`src/rtl/pb_debounce_ctrl.sv`:
```
`default_nettype none
// ============================================================================
// pb_debounce_ctrl : synchronises and debounces an active-low push-button,
//                    emitting level, press/release/long pulses and a press count
// Rev 1.0
// ============================================================================
module pb_debounce_ctrl #(
   parameter logic [15:0] DEBOUNCE_CYCLES = 16'd50000,
   parameter logic [31:0] LONG_CYCLES     = 32'd50000000,
   parameter int          CNT_WIDTH       = 8
) (
   input  logic                 CLK,
   input  logic                 RST,
   input  logic                 PB_SW,
   output logic                 PB_LEVEL,
   output logic                 PB_PRESS,
   output logic                 PB_RELEASE,
   output logic                 PB_LONG,
   output logic [CNT_WIDTH-1:0] PRESS_CNT
);

   localparam logic [1:0] S_IDLE         = 2'd0;
   localparam logic [1:0] S_PRESS_WAIT   = 2'd1;
   localparam logic [1:0] S_PRESSED      = 2'd2;
   localparam logic [1:0] S_RELEASE_WAIT = 2'd3;

   logic [1:0]           state_q, state_d;
   logic                 sync1_q, sync1_d;
   logic                 sw_s_q, sw_s_d;
   logic [15:0]          db_cnt_q, db_cnt_d;
   logic [31:0]          long_cnt_q, long_cnt_d;
   logic [CNT_WIDTH-1:0] press_cnt_q, press_cnt_d;
   logic                 level_q, level_d;
   logic                 press_q, press_d;
   logic                 release_q, release_d;
   logic                 long_q, long_d;

   logic pressed;
   logic db_done;
   logic long_run;

   assign pressed  = ~sw_s_q;
   assign db_done  = (db_cnt_q >= DEBOUNCE_CYCLES);
   assign long_run = (long_cnt_q < LONG_CYCLES);

   always_ff @(posedge CLK) begin
      if (RST) begin
         state_q     <= S_IDLE;
         sync1_q     <= 1'b1;
         sw_s_q      <= 1'b1;
         db_cnt_q    <= '0;
         long_cnt_q  <= '0;
         press_cnt_q <= '0;
         level_q     <= 1'b0;
         press_q     <= 1'b0;
         release_q   <= 1'b0;
         long_q      <= 1'b0;
      end else begin
         state_q     <= state_d;
         sync1_q     <= sync1_d;
         sw_s_q      <= sw_s_d;
         db_cnt_q    <= db_cnt_d;
         long_cnt_q  <= long_cnt_d;
         press_cnt_q <= press_cnt_d;
         level_q     <= level_d;
         press_q     <= press_d;
         release_q   <= release_d;
         long_q      <= long_d;
      end
   end

   always_comb begin
      state_d = state_q;
      case (state_q)
         S_IDLE:         if (pressed) state_d = S_PRESS_WAIT;
         S_PRESS_WAIT: begin
            if (!pressed)     state_d = S_IDLE;
            else if (db_done) state_d = S_PRESSED;
         end
         S_PRESSED:      if (!pressed) state_d = S_RELEASE_WAIT;
         S_RELEASE_WAIT: begin
            if (pressed)      state_d = S_PRESSED;
            else if (db_done) state_d = S_IDLE;
         end
         default:        state_d = S_IDLE;
      endcase
   end

   always_comb begin
      sync1_d     = PB_SW;
      sw_s_d      = sync1_q;
      db_cnt_d    = db_cnt_q;
      long_cnt_d  = long_cnt_q;
      press_cnt_d = press_cnt_q;
      press_d     = 1'b0;
      release_d   = 1'b0;
      long_d      = 1'b0;
      level_d     = (state_d == S_PRESSED) || (state_d == S_RELEASE_WAIT);

      case (state_q)
         S_IDLE: db_cnt_d = pressed ? 16'd1 : 16'd0;
         S_PRESS_WAIT: begin
            if (!pressed) begin
               db_cnt_d = '0;
            end else if (db_done) begin
               db_cnt_d    = '0;
               long_cnt_d  = '0;
               press_d     = 1'b1;
               press_cnt_d = press_cnt_q + CNT_WIDTH'(1);
            end else begin
               db_cnt_d = db_cnt_q + 16'd1;
            end
         end
         S_PRESSED: begin
            db_cnt_d = pressed ? 16'd0 : 16'd1;
            if (long_run) begin
               long_cnt_d = long_cnt_q + 32'd1;
               long_d     = (long_cnt_q == LONG_CYCLES - 32'd1);
            end
         end
         S_RELEASE_WAIT: begin
            if (pressed)      db_cnt_d = '0;
            else if (db_done) db_cnt_d = '0;
            else              db_cnt_d = db_cnt_q + 16'd1;
            if (!pressed && db_done) begin
               release_d = 1'b1;
            // A glitch back to pressed keeps the hold timer running, so the
            // long-press timing is measured from the accepted press only.
            end else if (long_run) begin
               long_cnt_d = long_cnt_q + 32'd1;
               long_d     = (long_cnt_q == LONG_CYCLES - 32'd1);
            end
         end
         default: db_cnt_d = '0;
      endcase
   end

   assign PB_LEVEL   = level_q;
   assign PB_PRESS   = press_q;
   assign PB_RELEASE = release_q;
   assign PB_LONG    = long_q;
   assign PRESS_CNT  = press_cnt_q;

endmodule
`default_nettype wire
```
`config.mk`:
```
export PLATFORM = sky130hd
export DESIGN_NAME = pb_debounce_ctrl
export DESIGN_NICKNAME = d
export VERILOG_FILES = /design/src/rtl/pb_debounce_ctrl.sv
export SDC_FILE = /design/constraint.sdc
export NUM_CORES = 1
export LEC_CHECK = 0
export BUFFER_PORTS_ARGS = -buffer_cell sky130_fd_sc_hd__buf_4
export CELL_PAD_IN_SITES_DETAIL_PLACEMENT = 0
export CELL_PAD_IN_SITES_GLOBAL_PLACEMENT = 1
export CORE_MARGIN = 5
export CORE_UTILIZATION = 46
export CTS_CLUSTER_SIZE = 20
export DETAILED_ROUTE_END_ITERATION = 6
export GPL_ROUTABILITY_DRIVEN = 0
export PLACE_DENSITY = 0.74
export SETUP_SLACK_MARGIN = 0.5
export SLEW_MARGIN = 40
export SYNTH_ARGS = -nofsm -noshare
export SYNTH_HDL_FRONTEND = slang
export SYNTH_SLANG_ARGS = --single-unit
```
`constraint.sdc`:
```
create_clock -name CLK -period 2.6 [get_ports CLK]
set_input_delay 0.39 -clock CLK [delete_from_list [all_inputs] [get_ports CLK]]
set_output_delay 0.39 -clock CLK [all_outputs]
set_load 0.1 [all_outputs]
```
==> flow_summary.ini, run 1 <==
[critical_path]
end_kind = register
path_delay_family = simple AND/OR/NAND/NOR gates
cp_max_fo = 7
worst-path-buf-inv = 1
startpoint_type = register
crit_required_ps = 2880
cpMaxStageDelayCell = or4_4
max_stage_delay_ps = 530
cp_cell_sequence = or4_4 > o211ai_1 > a32o_2 > a21oi_4 > buf_6 > or3_1 > a21oi_2
cp.arrival_ps = 2410
crit_type = register to register

[global_routing]
grt_pass1_wl_um = 11100
gr-usage-all-layers = 0.181
antenna_found_initial = 0
first_global_vias = 2296
grt_max_degree = 21
grt_overflow = 0

[yosys]
post-synth-top-count-cell = dfxtp_1
syn-cell-area_um2 = 2880
ys.flop_type = dfxtp_1
yosys_warnings = 0
synthTopCellsByCount = dfxtp_1 (64), nor2_1 (37), nand2_1 (27)
synth_cell_types = 42
yosys.area.top_type = dfxtp_1
syn_inst = 334
synth_edf_count = 0
synth_seq_cells = 64
synth_area_leaders = dfxtp_1 (45%), nor2_1 (4.8%), xor2_1 (3.7%)
syn_nets = 341
synth_area_per_cell_um2 = 8.61
synthArstFlopShare = 0
synth_top_area_frac = 0.446
synth-seq-area-share = 0.446

[placed_design]
dp_hpwl_um = 4140
post-place-ws_ps = 256
dpl_cell_area_um2 = 3100
numPortBuffers = 14
dp_cells = 420

[power_and_ir_drop]
switching_share = 0.197
power.leakage_nw = 1.33
comb_power_share = 0.015
p_per_area_nw_per_um2 = 573
p_clk_frac = 0.508
power_mw = 2.06
power_switching_mw = 0.407
vdd_drop_max_uv = 441
pwr-share-seq = 0.477
internal_power_mw = 1.66

[sta]
fin_crit_sh = 0.821
slew_headroom = 0.689
worst_slack_ps = 465
fin_crit_ps = 2130
final_hold_viol_count = 0
rsz0062_at_grt = yes
worst_slew_pin_slew_ps = 462
finClkSkew_ps = 5.60
clock.fmax_mhz = 468
setup_viol = 0
tns_ps = 0
drv_slew = 0

[clock_tree]
cts_tree = built
cts.htree.levels = 3
clockRootBuffer = clkbuf_8
clockBufferDepth = 2
clkLatencyLatePin_ps = 340
path_clk_slew_ps = 70
cts_inserted_buffers = 9
clkSinkCount = 64

[floorplanning]
num_rows = 28
die_w_um = 89.1
die-area_um2 = 7930
die_h_um = 89.1
ioPinCount = 15
core_um2 = 5990
initial_core_util = 0.480

[cells_and_area]
final_cell_count_no_fill = 457
fillers = 548
insertedDiodeCount = 0
area_growth_pct = 25.3
drive_gt1_frac = 0.228
nNetsFinal = 384
design_area_um2 = 3600

[job]
cap_violations = 0

[routing]
via_per_inst = 5.36
drc = 0
post_drt_wl_per_cell_um = 14.5
wl_um = 6630
drt_iter0_drc = 106
via_count = 2450
ant_nets = 0
first_pass_iters = 4

[outcome]
status = completed

[worst_hold_path]
hp-class = input pin to register
[stage by stage]
stage          hold WS (ps)  utilization
5_1_grt                 221        0.602
3_5_place_dp            404        0.518
4_1_cts                 213        0.585
6_report                234        0.602
3_3_place_gp            411        0.516
2_1_floorplan           389            -
[placed cells by master, fill, tap and decap left out, types with 4 or more instances in the layout]
master / netlist / layout
a21oi_1: 17 / 13
a21oi_2: 1 / 5
and2_1: 11 / 11
and3_1: 8 / 8
and4_1: 6 / 6
buf_4: 0 / 40
buf_6: 1 / 4
clkbuf_8: 0 / 10
dfxtp_1: 64 / 61
ha_1: 4 / 4
inv_1: 9 / 9
nand2_1: 27 / 27
nand3_1: 18 / 17
nand4_1: 12 / 12
nor2_1: 37 / 36
nor3_1: 8 / 8
o211ai_1: 7 / 7
o21ai_0: 12 / 12
or3_1: 13 / 13
or4_1: 9 / 7
xnor2_1: 10 / 10
xor2_1: 12 / 12
[layer usage]
| metal | vias to the layer above | routed length (um) | track usage |
|---|---|---|---|
| met1 | 1115 | 3350 | 0.247 |
| met3 | 4 | 310 | 0.0645 |
| met4 | 0 | 63 | 0.0555 |
| met5 | - | 0 | 0 |
| li1 | 1289 | - | - |
| met2 | 42 | 2910 | 0.269 |
[cell families (layout without fill, tap and decap cells)]
| logic type | after synthesis | count (layout) | share of synthesized area |
|---|---|---|---|
| XOR/XNOR | 22 | 22 | 0.0670 |
| flip-flops | 64 | 64 | 0.446 |
| adder cells (fa/ha/maj) | 4 | 4 | 0.0174 |
| AND/OR/NAND/NOR | 161 | 161 | 0.294 |
| AO/OA/AOI/OAI | 56 | 58 | 0.128 |
| multiplexers | 4 | 4 | 0.0144 |
| buffers and inverters | 23 | 69 | 0.0339 |
[power by group through the flow]
stage               combinational [mW]  clock [mW]  sequential (mW)
floorplan                       0.0169           0             1.01
global placement                0.0262           0             1.01
detailed placement              0.0264           0             1.01
CTS                             0.0297        1.08            0.983
global route                    0.0348        1.12            0.983
finish                          0.0315        1.05            0.984
[area by class of cell]
| type | count | area, um2 | area share |
|---|---|---|---|
| sequential | 64 | 1280 | 0.357 |
| inverter | 9 | 33.8 | 0.00937 |
| multi-input combinational | 249 | 1600 | 0.444 |
| clock inverter | 5 | 104 | 0.0288 |
| tap | 75 | 93.8 | 0.0260 |
| clock buffer | 11 | 141 | 0.0392 |
| timing repair buffer | 44 | 345 | 0.0958 |
[flip-flops by register name, indices dropped and copies added (netlist names)]
register and count:
PB_LEVEL 1, PB_LONG 1, PB_RELEASE 1, sw_s_q 1, PB_PRESS 1, state_q 2
db_cnt_q 16, PRESS_CNT 8, long_cnt_q 32, sw_s_d 1
[path summary, 6_finish.rpt]
check	slack, ps	to	from	cells after the start
worst min-delay path	230	sw_s_d	PB_SW	2
worst max-delay path	470	long_cnt_q[7]	long_cnt_q[9]	7
worst max register to register	470	long_cnt_q[7]	long_cnt_q[9]	7
worst min register to register	420	sw_s_q	sw_s_d	1
[what timing repair did]
item | in CTS | in global routing
hold endpoints to repair | 0 | 0
hold buffers | 0 | 0
pin swaps | 21 | 18
setup buffers | 12 | 6
setup endpoints to repair | 22 | 39
resized for setup | 16 | 12
cloned | 2 | 1
Note: power is estimated with default switching activity, not from simulation.
==> run 2, diff against run 1 <==
--- a/config.mk
+++ b/config.mk
@@ -5,15 +5,16 @@
 export SDC_FILE = /design/constraint.sdc
 export NUM_CORES = 1
 export LEC_CHECK = 0
+export ABC_AREA = 1
 export BUFFER_PORTS_ARGS = -buffer_cell sky130_fd_sc_hd__buf_4
 export CELL_PAD_IN_SITES_DETAIL_PLACEMENT = 0
 export CELL_PAD_IN_SITES_GLOBAL_PLACEMENT = 1
 export CORE_MARGIN = 5
-export CORE_UTILIZATION = 46
+export CORE_UTILIZATION = 44
 export CTS_CLUSTER_SIZE = 20
 export DETAILED_ROUTE_END_ITERATION = 6
 export GPL_ROUTABILITY_DRIVEN = 0
-export PLACE_DENSITY = 0.74
+export PLACE_DENSITY = 0.76
 export SETUP_SLACK_MARGIN = 0.5
 export SLEW_MARGIN = 40
 export SYNTH_ARGS = -nofsm -noshare
==> constraint.sdc (replaced) <==
create_clock -name CLK -period 2 [get_ports CLK]
set_input_delay 0.3 -clock CLK [delete_from_list [all_inputs] [get_ports CLK]]
set_output_delay 0.3 -clock CLK [all_outputs]
set_load 0.1 [all_outputs]
==> flow_summary.ini, run 2 <==
[floorplanning]
die_h_um = 98.3
core_um2 = 7650
die-area_um2 = 9650
initial_core_util = 0.448
die_w_um = 98.3
num_rows = 32
ioPinCount = 15

[routing]
first_pass_iters = 5
drc = 0
via_count = 3777
via_per_inst = 5.32
post_drt_wl_per_cell_um = 15.3
wl_um = 10900
ant_nets = 0
drt_iter0_drc = 246

[clock_tree]
clkLatencyLatePin_ps = 350
clkSinkCount = 64
clockRootBuffer = clkbuf_8
hold_buffers = 0
cts_inserted_buffers = 9
path_clk_slew_ps = 70
clockBufferDepth = 2
cts_tree = built
cts.htree.levels = 3

[global_routing]
grt_overflow = 0
first_global_vias = 3500
grt_pass1_wl_um = 17200
gr-usage-all-layers = 0.222
grt_max_degree = 31
antenna_found_initial = 0

[critical_path]
cp_cell_sequence = nand2_1 > nor2_1 > nand3_1 > nor2_2 > nor2_1 > nand2_2 > nand2_4 > buf_12 > nand2_8 > nand2_1 > a21oi_2
crit_required_ps = 2280
crit_type = register to register
end_kind = register
cp.arrival_ps = 1960
cpMaxStageDelayCell = dfxtp_4
cp_max_fo = 7
max_stage_delay_ps = 380
startpoint_type = register

[power_and_ir_drop]
power.leakage_nw = 1.76
p_per_area_nw_per_um2 = 476
vdd_drop_max_uv = 347

[job]
cap_violations = 0

[sta]
tns_ps = 0
fin_crit_ps = 1680
clock.fmax_mhz = 594
fin_crit_sh = 0.842
final_hold_viol_count = 0
worst_slack_ps = 316
setup_viol = 0
drv_slew = 0
slew_headroom = 0.715
rsz0062_at_grt = yes
finClkSkew_ps = 8.75
worst_slew_pin_slew_ps = 428

[placed_design]
post-place-ws_ps = 217
numPortBuffers = 14
dp_hpwl_um = 6150
dp_cells = 644

[yosys]
synth_xor_area_frac = 0.0307
synth_top_area_frac = 0.374
yosys.area.top_type = dfxtp_1
synthMuxAreaShare = 0
synth_area_per_cell_um2 = 6.43
post-synth-top-count-cell = nand2_1
syn_nets = 540
synth_cell_types = 29
synth_simple_gate_area_frac = 0.400
synth_edf_count = 0
syn_inst = 533
synth_area_leaders = dfxtp_1 (37%), nand2_1 (16%), nor2_1 (9.9%)
yosys_warnings = 0
synth-seq-area-share = 0.374
synth_top_family_by_area = simple AND/OR/NAND/NOR gates
synthArstFlopShare = 0
synthTopCellsByCount = nand2_1 (142), nor2_1 (90), dfxtp_1 (64)
ys.flop_type = dfxtp_1
syn-cell-area_um2 = 3430
synthAdderAreaFrac = 0.0146
synth_seq_cells = 64
synth_compound_area_frac = 0.0975

[cells_and_area]
area_growth_pct = 48.9
largest_register_ffs = 32
drive_gt1_frac = 0.429
final_cell_count_no_fill = 710
regMostFlops = long_cnt_q
nNetsFinal = 611
layout_common_cells = nand2_1 (116), nor2_1 (68), buf_4 (54)
insertedDiodeCount = 0
final_core_util = 0.667
final_common_cell = nand2_1

[outcome]
status = completed

[worst_hold_path]
hp-class = input pin to register
## run 2: path summary, 6_finish.rpt
check / startpoint / endpoint / slack, ps / cells after the start
max: long_cnt_q[19] / long_cnt_q[22] / 320 / 11
min: PB_SW / sw_s_d / 130 / 2
max reg2reg: long_cnt_q[19] / long_cnt_q[22] / 320 / 11
min reg2reg: sw_s_d / sw_s_q / 420 / 1
## run 2: metrics by stage
stage	power [mW]	instance area (um2)	hold WS [ps]
after CTS	2.47	4630	119
after detailed placement	1.34	3670	399
after floorplan	1.33	3450	389
after global placement	1.34	3670	394
final	2.43	5100	133
after global routing	2.52	5100	117
## run 2: cell families (layout without fill, tap and decap cells)
| group | count (synthesis) | in the layout |
|---|---|---|
| flip-flops | 64 | 64 |
| adder cells (fa/ha/maj) | 4 | 4 |
| buffers and inverters | 69 | 140 |
| AO/OA/AOI/OAI | 62 | 62 |
| AND/OR/NAND/NOR | 322 | 326 |
| XOR/XNOR | 12 | 12 |
## run 2: layout make-up
type                            instances  area (um2)
Clock buffer                           12         155
Clock inverter                          3        42.5
Fill cell                             678        2540
Inverter                               55         216
Multi-Input combinational cell        404        2450
Sequential cell                        64        1380
Tap cell                              102         128
Timing Repair Buffer                   70         728
## run 2: layer usage
metal	share of wire	vias to the layer above	GRT usage
li1	-	1867	-
met5	0	-	0
met3	0.072	23	0.0507
met4	0.018	0	0.108
met2	0.46	135	0.331
met1	0.45	1752	0.303
## run 2: timing repair
item,4_1_cts,5_1_grt
endpoints found under the hold margin,0,0
setup endpoints to repair,52,54
resized for setup,110,105
pin swaps,32,33
setup buffers,31,11
gates cloned,7,2
## run 2: worst max-delay path, delay by kind of cell (launching register included)
family | cells | cell delay (ps)
AO/OA/AOI/OAI | 1 | 140
flip-flops | 1 | 380
buffers and inverters | 1 | 160
AND/OR/NAND/NOR | 9 | 930
## run 2: where the power goes
group | internal [mW] | switching (mW) | total [mW] | leakage, nW
logic | 0.0112 | 0.0260 | 0.0372 | 1.12
registers | 1.25 | 0.00228 | 1.26 | 0.545
clock network | 0.635 | 0.503 | 1.14 | 0.0985
total | 1.90 | 0.531 | 2.43 | 1.76
==> run 3, diff against run 2 <==
--- a/config.mk
+++ b/config.mk
@@ -10,11 +10,11 @@
 export CELL_PAD_IN_SITES_DETAIL_PLACEMENT = 0
 export CELL_PAD_IN_SITES_GLOBAL_PLACEMENT = 1
 export CORE_MARGIN = 5
-export CORE_UTILIZATION = 44
+export CORE_UTILIZATION = 39
 export CTS_CLUSTER_SIZE = 20
 export DETAILED_ROUTE_END_ITERATION = 6
 export GPL_ROUTABILITY_DRIVEN = 0
-export PLACE_DENSITY = 0.76
+export PLACE_DENSITY = 0.71
 export SETUP_SLACK_MARGIN = 0.5
 export SLEW_MARGIN = 40
 export SYNTH_ARGS = -nofsm -noshare
==> constraint.sdc (replaced) <==
create_clock -name CLK -period 1.5 [get_ports CLK]
set_input_delay 0.225 -clock CLK [delete_from_list [all_inputs] [get_ports CLK]]
set_output_delay 0.225 -clock CLK [all_outputs]
set_load 0.1 [all_outputs]
==> flow_summary.ini, run 3 (synthesis results as in run 2) <==
[outcome]
status = complete, but fails checks
violations = setup timing

[global_routing]
grt_overflow = 0
grt_max_degree = 27
grt_pass1_wl_um = 17700
first_global_vias = 3773
gr-usage-all-layers = 0.198
antenna_found_initial = 0

[cells_and_area]
fillers = 773
final_core_util = 0.655
insertedDiodeCount = 0
design_area_um2 = 5660
largest_register_ffs = 32
final_cell_count_no_fill = 774
nNetsFinal = 668
regMostFlops = long_cnt_q
drive_gt1_frac = 0.495
layout_common_cells = nand2_1 (109), buf_4 (92), nor2_1 (58)
final_common_cell = nand2_1
area_growth_pct = 65.1

[routing]
via_per_inst = 5.08
drt_iter0_drc = 131
via_count = 3932
drc = 0
first_pass_iters = 4
post_drt_wl_per_cell_um = 14.8
ant_nets = 0
wl_um = 11500

[critical_path]
crit_type = register to register
cp_max_fo = 7
startpoint_type = register
cp.arrival_ps = 1910
end_kind = register
crit_required_ps = 1770

[power_and_ir_drop]
p_clk_frac = 0.416
power_switching_mw = 0.714
pwr-share-seq = 0.561
vdd_drop_max_uv = 651
power.leakage_nw = 2.15
p_per_area_nw_per_um2 = 530
internal_power_mw = 2.28
comb_power_share = 0.023
power_mw = 3.00
switching_share = 0.238

[sta]
tns_ps = -3530
finClkSkew_ps = 8.78
whs_ps = 61.9
clock.fmax_mhz = 609
fin_crit_ps = 1640
slew_headroom = 0.735
drv_slew = 0
worst_slack_ps = -143
rsz0062_at_grt = yes
final_hold_viol_count = 0
fin_crit_sh = 1.10
worst_slew_pin_slew_ps = 398
setup_viol = 39

[clock_tree]
clockRootBuffer = clkbuf_8
cts.htree.levels = 3
clkLatencyLatePin_ps = 350
cts_tree = built
clockBufferDepth = 2
cts_inserted_buffers = 9
clkSinkCount = 64
path_clk_slew_ps = 70
hold_buffers = 0

[placed_design]
numPortBuffers = 14
dp_hpwl_um = 7010
dpl_cell_area_um2 = 4360
dp_cells = 721
post-place-ws_ps = -124

[worst_hold_path]
hp-class = input pin to register

[floorplanning]
num_rows = 34
die-area_um2 = 10800
initial_core_util = 0.397
die_w_um = 104
die_h_um = 104
core_um2 = 8640
ioPinCount = 15

[job]
cap_violations = 0
==> run 3: cell count changes in the layout (fill, tap and decap cells not counted), sizes merged <==
cell / change
clkbuf: +3
buf: +57
clkinvlp: -1
bufinv: -1
nand2: -4
clkinv: +4
==> run 3: layer usage <==
layer	track usage	wire [um]	up-vias
met4	0.0555	249	0
met3	0.0429	439	22
met1	0.234	4890	1869
met5	0	0	-
met2	0.357	5890	66
li1	-	-	1975
==> run 3: layout make-up <==
cell class	instances	area, um2	area share
flip-flops and latches	64	1370	0.242
repair buffers	131	1340	0.236
multi-input cells	400	2450	0.432
well taps	108	135	0.0239
clock inverters	5	23.8	0.00420
inverters	55	214	0.0378
clock buffers	11	131	0.0232
==> run 3: power by group through the flow <==
stage,clock (mW),sequential [mW],combinational (mW)
2_1_floorplan,0,1.73,0.0261
3_3_place_gp,0,1.73,0.0511
3_5_place_dp,0,1.73,0.0521
4_1_cts,1.29,1.69,0.0598
5_1_grt,1.38,1.68,0.0737
6_report,1.25,1.68,0.0693
==> run 3: worst paths after layout <==
| path | startpoint | end | slack (ps) | cells past startpoint |
|---|---|---|---|---|
| min reg2reg | sw_s_d | sw_s_q | 420 | 1 |
| max | db_cnt_q[11] | long_cnt_q[18] | -140 | 9 |
| min | PB_SW | sw_s_d | 60 | 2 |
| max reg2reg | db_cnt_q[11] | long_cnt_q[18] | -140 | 9 |
==> run 3: critical path, stage by stage (launching register included) <==
cell       delay, ps
dfxtp_2          320
or2_0            220
nor2_2           140
nand2_4           90
nand4_1          190
nand2_4          140
nand2_8          140
clkbuf_16        170
nand2_1           50
a21oi_1          110
==> run 3: repair_timing <==
| action | CTS | global route |
|---|---|---|
| endpoints found under the setup margin | 74 | 74 |
| buffers inserted | 19 | 14 |
| pin swaps | 20 | 37 |
| gates cloned | 1 | 3 |
| hold endpoints to repair | 0 | 0 |
| resized for setup | 124 | 110 |
